File: src/rtl/lc3b_types.sv
// Shared LC-3b types for the decode/execute interlock: opcodes, register
// indices, interlock FSM states and default bubble counts.
package lc3b_types;

  typedef enum logic [3:0] {
    op_br   = 4'b0000,
    op_add  = 4'b0001,
    op_ldb  = 4'b0010,
    op_stb  = 4'b0011,
    op_jsr  = 4'b0100,
    op_and  = 4'b0101,
    op_ldr  = 4'b0110,
    op_str  = 4'b0111,
    op_rti  = 4'b1000,
    op_not  = 4'b1001,
    op_ldi  = 4'b1010,
    op_sti  = 4'b1011,
    op_jmp  = 4'b1100,
    op_shf  = 4'b1101,
    op_lea  = 4'b1110,
    op_trap = 4'b1111
  } lc3b_opcode;

  typedef logic [2:0] lc3b_reg;

  typedef enum logic {ILK_RUN, ILK_STALL} lc3b_ilk_state;

  // LDR/LDB data is forwardable after one bubble; LDI needs a second memory
  // access, so it needs one more.
  localparam int unsigned DEFAULT_LOAD_BUBBLES     = 1;
  localparam int unsigned DEFAULT_INDIRECT_BUBBLES = 2;

endpackage

File: src/rtl/hazard_detect.sv
// Combinational load-use hazard detection between the ID instruction and a
// load sitting in EX, plus selection of how many bubbles that load needs.
module hazard_detect
  import lc3b_types::*;
#(
  parameter int unsigned LOAD_BUBBLES     = DEFAULT_LOAD_BUBBLES,
  parameter int unsigned INDIRECT_BUBBLES = DEFAULT_INDIRECT_BUBBLES
) (
  input  logic       id_valid,
  input  lc3b_reg    id_sr1,
  input  lc3b_reg    id_sr2,
  input  logic       id_uses_sr1,
  input  logic       id_uses_sr2,
  input  logic       id_imm,
  input  logic       ex_valid,
  input  lc3b_opcode ex_opcode,
  input  lc3b_reg    ex_dest,
  input  logic       ex_mem_read,
  input  logic       ex_reg_write,
  output logic       hazard,
  output logic [1:0] n_bubbles
);

  // A source matches only if it is really read; SR2 is ignored in immediate mode.
  always_comb begin
    hazard = id_valid && ex_valid && ex_mem_read && ex_reg_write &&
             ((id_uses_sr1 && (id_sr1 == ex_dest)) ||
              (id_uses_sr2 && !id_imm && (id_sr2 == ex_dest)));
  end

  // Indirect loads need the longer interlock.
  always_comb begin
    n_bubbles = (ex_opcode == op_ldi) ? 2'(INDIRECT_BUBBLES) : 2'(LOAD_BUBBLES);
  end

endmodule

File: src/rtl/id_exec_interlock.sv
// ID/EX pipeline register with load-use interlock. Holds on freeze, clears
// on flush, and inserts bubbles behind loads whose result ID needs.
module id_exec_interlock
  import lc3b_types::*;
#(
  parameter int unsigned LOAD_BUBBLES     = DEFAULT_LOAD_BUBBLES,
  parameter int unsigned INDIRECT_BUBBLES = DEFAULT_INDIRECT_BUBBLES,
  parameter int unsigned CNT_W            = 16
) (
  input  logic             clk,
  input  logic             rst_n,
  input  logic             id_valid,
  input  lc3b_opcode       id_opcode,
  input  lc3b_reg          id_sr1,
  input  lc3b_reg          id_sr2,
  input  lc3b_reg          id_dest,
  input  logic             id_uses_sr1,
  input  logic             id_uses_sr2,
  input  logic             id_imm,
  input  logic             id_reg_write,
  input  logic             id_mem_read,
  input  logic             id_mem_write,
  input  logic             freeze,
  input  logic             flush,
  output logic             ex_valid,
  output lc3b_opcode       ex_opcode,
  output lc3b_reg          sr1_exec,
  output lc3b_reg          sr2_exec,
  output lc3b_reg          ex_dest,
  output logic             exec_imm,
  output logic             exec_mem_read,
  output logic             exec_mem_write,
  output logic             ex_reg_write,
  output logic             id_stall,
  output logic [CNT_W-1:0] bubble_count
);

  lc3b_ilk_state state_reg;
  logic [1:0]    remain_reg;
  logic          hazard;
  logic [1:0]    n_bubbles;

  hazard_detect #(
    .LOAD_BUBBLES    (LOAD_BUBBLES),
    .INDIRECT_BUBBLES(INDIRECT_BUBBLES)
  ) u_hazard (
    .id_valid    (id_valid),
    .id_sr1      (id_sr1),
    .id_sr2      (id_sr2),
    .id_uses_sr1 (id_uses_sr1),
    .id_uses_sr2 (id_uses_sr2),
    .id_imm      (id_imm),
    .ex_valid    (ex_valid),
    .ex_opcode   (ex_opcode),
    .ex_dest     (ex_dest),
    .ex_mem_read (exec_mem_read),
    .ex_reg_write(ex_reg_write),
    .hazard      (hazard),
    .n_bubbles   (n_bubbles)
  );

  // Front end holds on freeze or any interlock bubble; a flush overrides the
  // interlock because the ID instruction is being killed anyway.
  always_comb begin
    id_stall = rst_n && (freeze || (!flush && ((state_reg == ILK_STALL) || hazard)));
  end

  // EX register, interlock FSM and bubble statistics; freeze holds everything.
  always_ff @(posedge clk or negedge rst_n) begin
    if (!rst_n) begin
      ex_valid       <= 1'b0;
      ex_opcode      <= op_br;
      sr1_exec       <= '0;
      sr2_exec       <= '0;
      ex_dest        <= '0;
      exec_imm       <= 1'b0;
      exec_mem_read  <= 1'b0;
      exec_mem_write <= 1'b0;
      ex_reg_write   <= 1'b0;
      state_reg      <= ILK_RUN;
      remain_reg     <= 2'd0;
      bubble_count   <= '0;
    end else if (!freeze) begin
      if (flush) begin
        ex_valid       <= 1'b0;
        exec_imm       <= 1'b0;
        exec_mem_read  <= 1'b0;
        exec_mem_write <= 1'b0;
        ex_reg_write   <= 1'b0;
        state_reg      <= ILK_RUN;
        remain_reg     <= 2'd0;
      end else if ((state_reg == ILK_STALL) || hazard) begin
        ex_valid       <= 1'b0;
        exec_imm       <= 1'b0;
        exec_mem_read  <= 1'b0;
        exec_mem_write <= 1'b0;
        ex_reg_write   <= 1'b0;
        if (bubble_count != '1) begin
          bubble_count <= bubble_count + CNT_W'(1);
        end
        if (state_reg == ILK_STALL) begin
          remain_reg <= remain_reg - 2'd1;
          if (remain_reg == 2'd1) begin
            state_reg <= ILK_RUN;
          end
        end else if (n_bubbles > 2'd1) begin
          remain_reg <= n_bubbles - 2'd1;
          state_reg  <= ILK_STALL;
        end
      end else begin
        ex_valid       <= id_valid;
        ex_opcode      <= id_opcode;
        sr1_exec       <= id_sr1;
        sr2_exec       <= id_sr2;
        ex_dest        <= id_dest;
        exec_imm       <= id_imm && id_valid;
        exec_mem_read  <= id_mem_read && id_valid;
        exec_mem_write <= id_mem_write && id_valid;
        ex_reg_write   <= id_reg_write && id_valid;
      end
    end
  end

endmodule

File: config.mk
export PLATFORM = sky130hd
export DESIGN_NAME = id_exec_interlock
export DESIGN_NICKNAME = d
export VERILOG_FILES = /design/src/rtl/lc3b_types.sv /design/src/rtl/hazard_detect.sv /design/src/rtl/id_exec_interlock.sv
export SDC_FILE = /design/constraint.sdc
export NUM_CORES = 1
export LEC_CHECK = 0
export ABC_AREA = 1
export BUFFER_PORTS_ARGS = -buffer_cell sky130_fd_sc_hd__buf_2
export CAP_MARGIN = 20
export CELL_PAD_IN_SITES_DETAIL_PLACEMENT = 1
export CELL_PAD_IN_SITES_GLOBAL_PLACEMENT = 2
export CORE_MARGIN = 2
export CORE_UTILIZATION = 30
export CTS_CLUSTER_SIZE = 14
export DETAILED_ROUTE_END_ITERATION = 12
export GPL_ROUTABILITY_DRIVEN = 0
export GPL_TIMING_DRIVEN = 0
export PLACE_DENSITY_LB_ADDON = 0.15
export SLEW_MARGIN = 40
export SYNTH_ARGS = -nofsm -noshare
export SYNTH_HDL_FRONTEND = slang
export SYNTH_HIERARCHICAL = 1
export SYNTH_SLANG_ARGS = --single-unit
File: constraint.sdc
create_clock -name clk -period 2.71 [get_ports clk]
set_input_delay 0.542 -clock clk [delete_from_list [all_inputs] [get_ports clk]]
set_output_delay 0.542 -clock clk [all_outputs]
set_load 0.02 [all_outputs]
==> flow_summary.yaml <==
worst_setup_path:
  reg2reg_slack_ns: 0.77
  start_kind: "flip-flop"
  cp.required_ns: 2.17
  cp_num_cells: 10
  cp-endpoint: "id_stall"
  path_class: "flip-flop to output pin"
  cp_top_family: "simple AND/OR/NAND/NOR gates"
  crit_path_start: "ex_dest[1]"
  cpPeakStageDelay_ns: 0.42
  cp_cell_sequence: "inv_1 > nand2_1 > nand2_1 > nor2_1 > nand2_1 > a21oi_2 > nor2_2 > nor2_1 > o21a_1 > buf_2"
  endpoint_kind: "output pin"
  reg2reg_depth: 12
  timing.rr.start: "ex_dest[1]"
  slowest_stage: "dfrtp_1"
  crit_path_frequent_cell: "nand2_1"
  r2r_end: "bubble_count[4]"
  path_buf_inv: 2
  cp.arrival_ns: 1.65
  cp_max_fo: 5
synth:
  synthXorXnorAreaFrac: 0.02494
  synth_top_family_by_area: "simple AND/OR/NAND/NOR gates"
  ys_seq_area_frac: 0.4394
  synth_compound_area_frac: 0.03860
  yosys.cell_types.count: 25
  syn_inst: 292
  synth_area_leaders: "dfrtp_1, nand2_1, nor2_1"
  muxShareOfSynthArea: 0
  yosysWarningCount: 6
  ys_ff_latch: 37
  synth_fa_ha_area_frac: 0.01781
  synthSimpleGateAreaFrac: 0.4074
  avgSynthCellArea_um2: 7.216
  synthesis.area_um2: 2107
  yosysTopAreaCell: "dfrtp_1"
  synth_fp_nets: 319
  synth_top_cell_area_share: 0.4394
floorplan:
  placementRows: 30
  die_y_um: 87.81
  pin_count: 59
  start_util: 0.3101
  core-area_um2: 6794
  die_w_um: 87.81
  die-area_um2: 7710
placed_design:
  io_buffer_count: 57
  pre_cts_ws_ns: 0.4995
  place_inst: 445
  place_hpwl_um: 4241
sta:
  slew_violations: 0
  fin_skew_ns: 0.006131
  finalSetupTns_ns: 0
  setup_viol: 0
  worst_slew_pin_slew_ns: 0.5089
  final_hold_viol_count: 0
  fmax_mhz: 456.4
  worst_hold_slack_ns: 0.2169
  slew_headroom: 0.6607
  rsz0062_at_grt: "no"
  period_needed_ns: 2.191
  fin_crit_sh: 0.8085
  layout_setup_ws_ns: 0.5190
finish:
  layout.cells.non_filler: 452
  diodes: 0
  top_register: "bubble_count"
  nets: 383
  layout-drive-gt1-share: 0.2247
  n_fill_cell: 897
  final_common_cell: "nand2_1"
  top_regs: "bubble_count x16, ex_opcode x4"
  largest_reg_flops: 16
  final_cell_mix: "nand2_1, buf_2, dfrtp_1"
  syn_to_final_growth_pct: 23.46
route:
  dr.pass1.iters: 4
  drt-wirelength-per-cell_um: 12.50
  first_iter_violations: 38
  wl_met3_um: 381
  wl_met2_um: 2674
  wirelength_um: 5652
  drcViolationCount: 0
  routed_via_density: 4.454
  wl_met1_um: 2442
  detail-route-antenna-nets: 0
  via_count: 2013
  top_layer: "met4"
global_routing:
  grt_pass1_wl_um: 9584
  grt_use_total: 0.1621
  gr-total-overflow: 0
  grt_pass1_vias: 2070
  antenna_found_initial: 0
  grt_start_max_net_pins: 39
cts:
  cts.path.max_buffers: 2
  cts_root_buffer: "clkbuf_8"
  ctsHtreeMaxLevel: 2
  path_clk_slew_ns: 0.08
  holdBufCountCts: 0
  ctsResizeCount: 0
  cts.sinks: 37
  cts_tree: "done"
  cts_setup_buffers: 0
  cts_buffers: 5
  insertion_delay_ns: 0.29
worst_hold_path:
  hold_class: "input port to async pin"
power_and_ir_drop:
  fin_total_pwr_mw: 1.208
  powerDensity_nw_per_um2: 464.3
  peakVddDrop_v: 0.0001791
  leakage_nw: 1.425
job:
  max-cap-violations: 0
status:
  status: "finished clean"
## worst reg2reg max path, cell delays in order, from the launching register on
cell and delay [ns]:
dfrtp_1 0.42, inv_1 0.08, nand2_1 0.06, nand2_1 0.04
nor2_1 0.09, nand2_1 0.09, a21oi_2 0.16, nor2_2 0.07
nor3_4 0.29, a21boi_2 0.29, buf_6 0.18, nand2_1 0.06
nand2_1 0.05
## worst min-delay path by stage
stage,start,to,cells after the start
2_1_floorplan,rst_n,bubble_count[0],0
3_3_place_gp,sr1_exec[0],sr1_exec[0],2
3_5_place_dp,sr1_exec[0],sr1_exec[0],2
4_1_cts,rst_n,bubble_count[6],1
5_1_grt,rst_n,bubble_count[3],1
6_report,rst_n,bubble_count[6],1
## per-stage QoR
| step | instance area [µm²] | util |
|---|---|---|
| after floorplan | 2107 | - |
| after global placement | 2512 | 0.3698 |
| after detailed placement | 2515 | 0.3702 |
| after CTS | 2601 | 0.3829 |
| after global routing | 2601 | 0.3829 |
| final | 2601 | 0.3829 |
## power breakdown
group / leakage (nW) / total (mW) / internal, mW / switching (mW)
registers: 0.493 / 0.614 / 0.586 / 0.0280
clock network: 0.0443 / 0.405 / 0.202 / 0.202
logic: 0.888 / 0.189 / 0.0660 / 0.123
## metal layers
layer  vias to the layer above  track usage
met5                         -            0
met4                         0      0.06573
met3                        11      0.04995
met2                        50       0.2789
met1                       925       0.1871
li1                       1027            -
## synthesized netlist by cell type (all sizes together)
master	count
o21a	1
nor3	1
buf	5
inv	28
nand2	141
a21oi	2
xnor2	6
a21boi	1
nand3b	2
a22o	1
nor2	31
nand3	16
and3	1
ha	3
nand4	8
dfrtp	37
o21ai	8
## cells by family (layout without fill, tap and decap cells)
family / Yosys count / in the layout
adders and majority gates: 3 / 3
DFF: 37 / 37
buffers and inverters: 33 / 97
and+or+nand+nor: 200 / 200
AOI/OAI and AO/OA: 13 / 13
xor gates and xnor gates: 6 / 6
## layout make-up
type                    count  area [µm²]  area share
multi-input cells         222        1030      0.3959
well taps                  96       120.1     0.04618
repair buffers             57       287.8      0.1106
plain buffers               5       46.29     0.01780
flip-flops and latches     37       925.9      0.3559
clock buffers               7       86.33     0.03319
inverters                  28       105.1     0.04040
No activity file was read; power rests on OpenSTA's default activity.
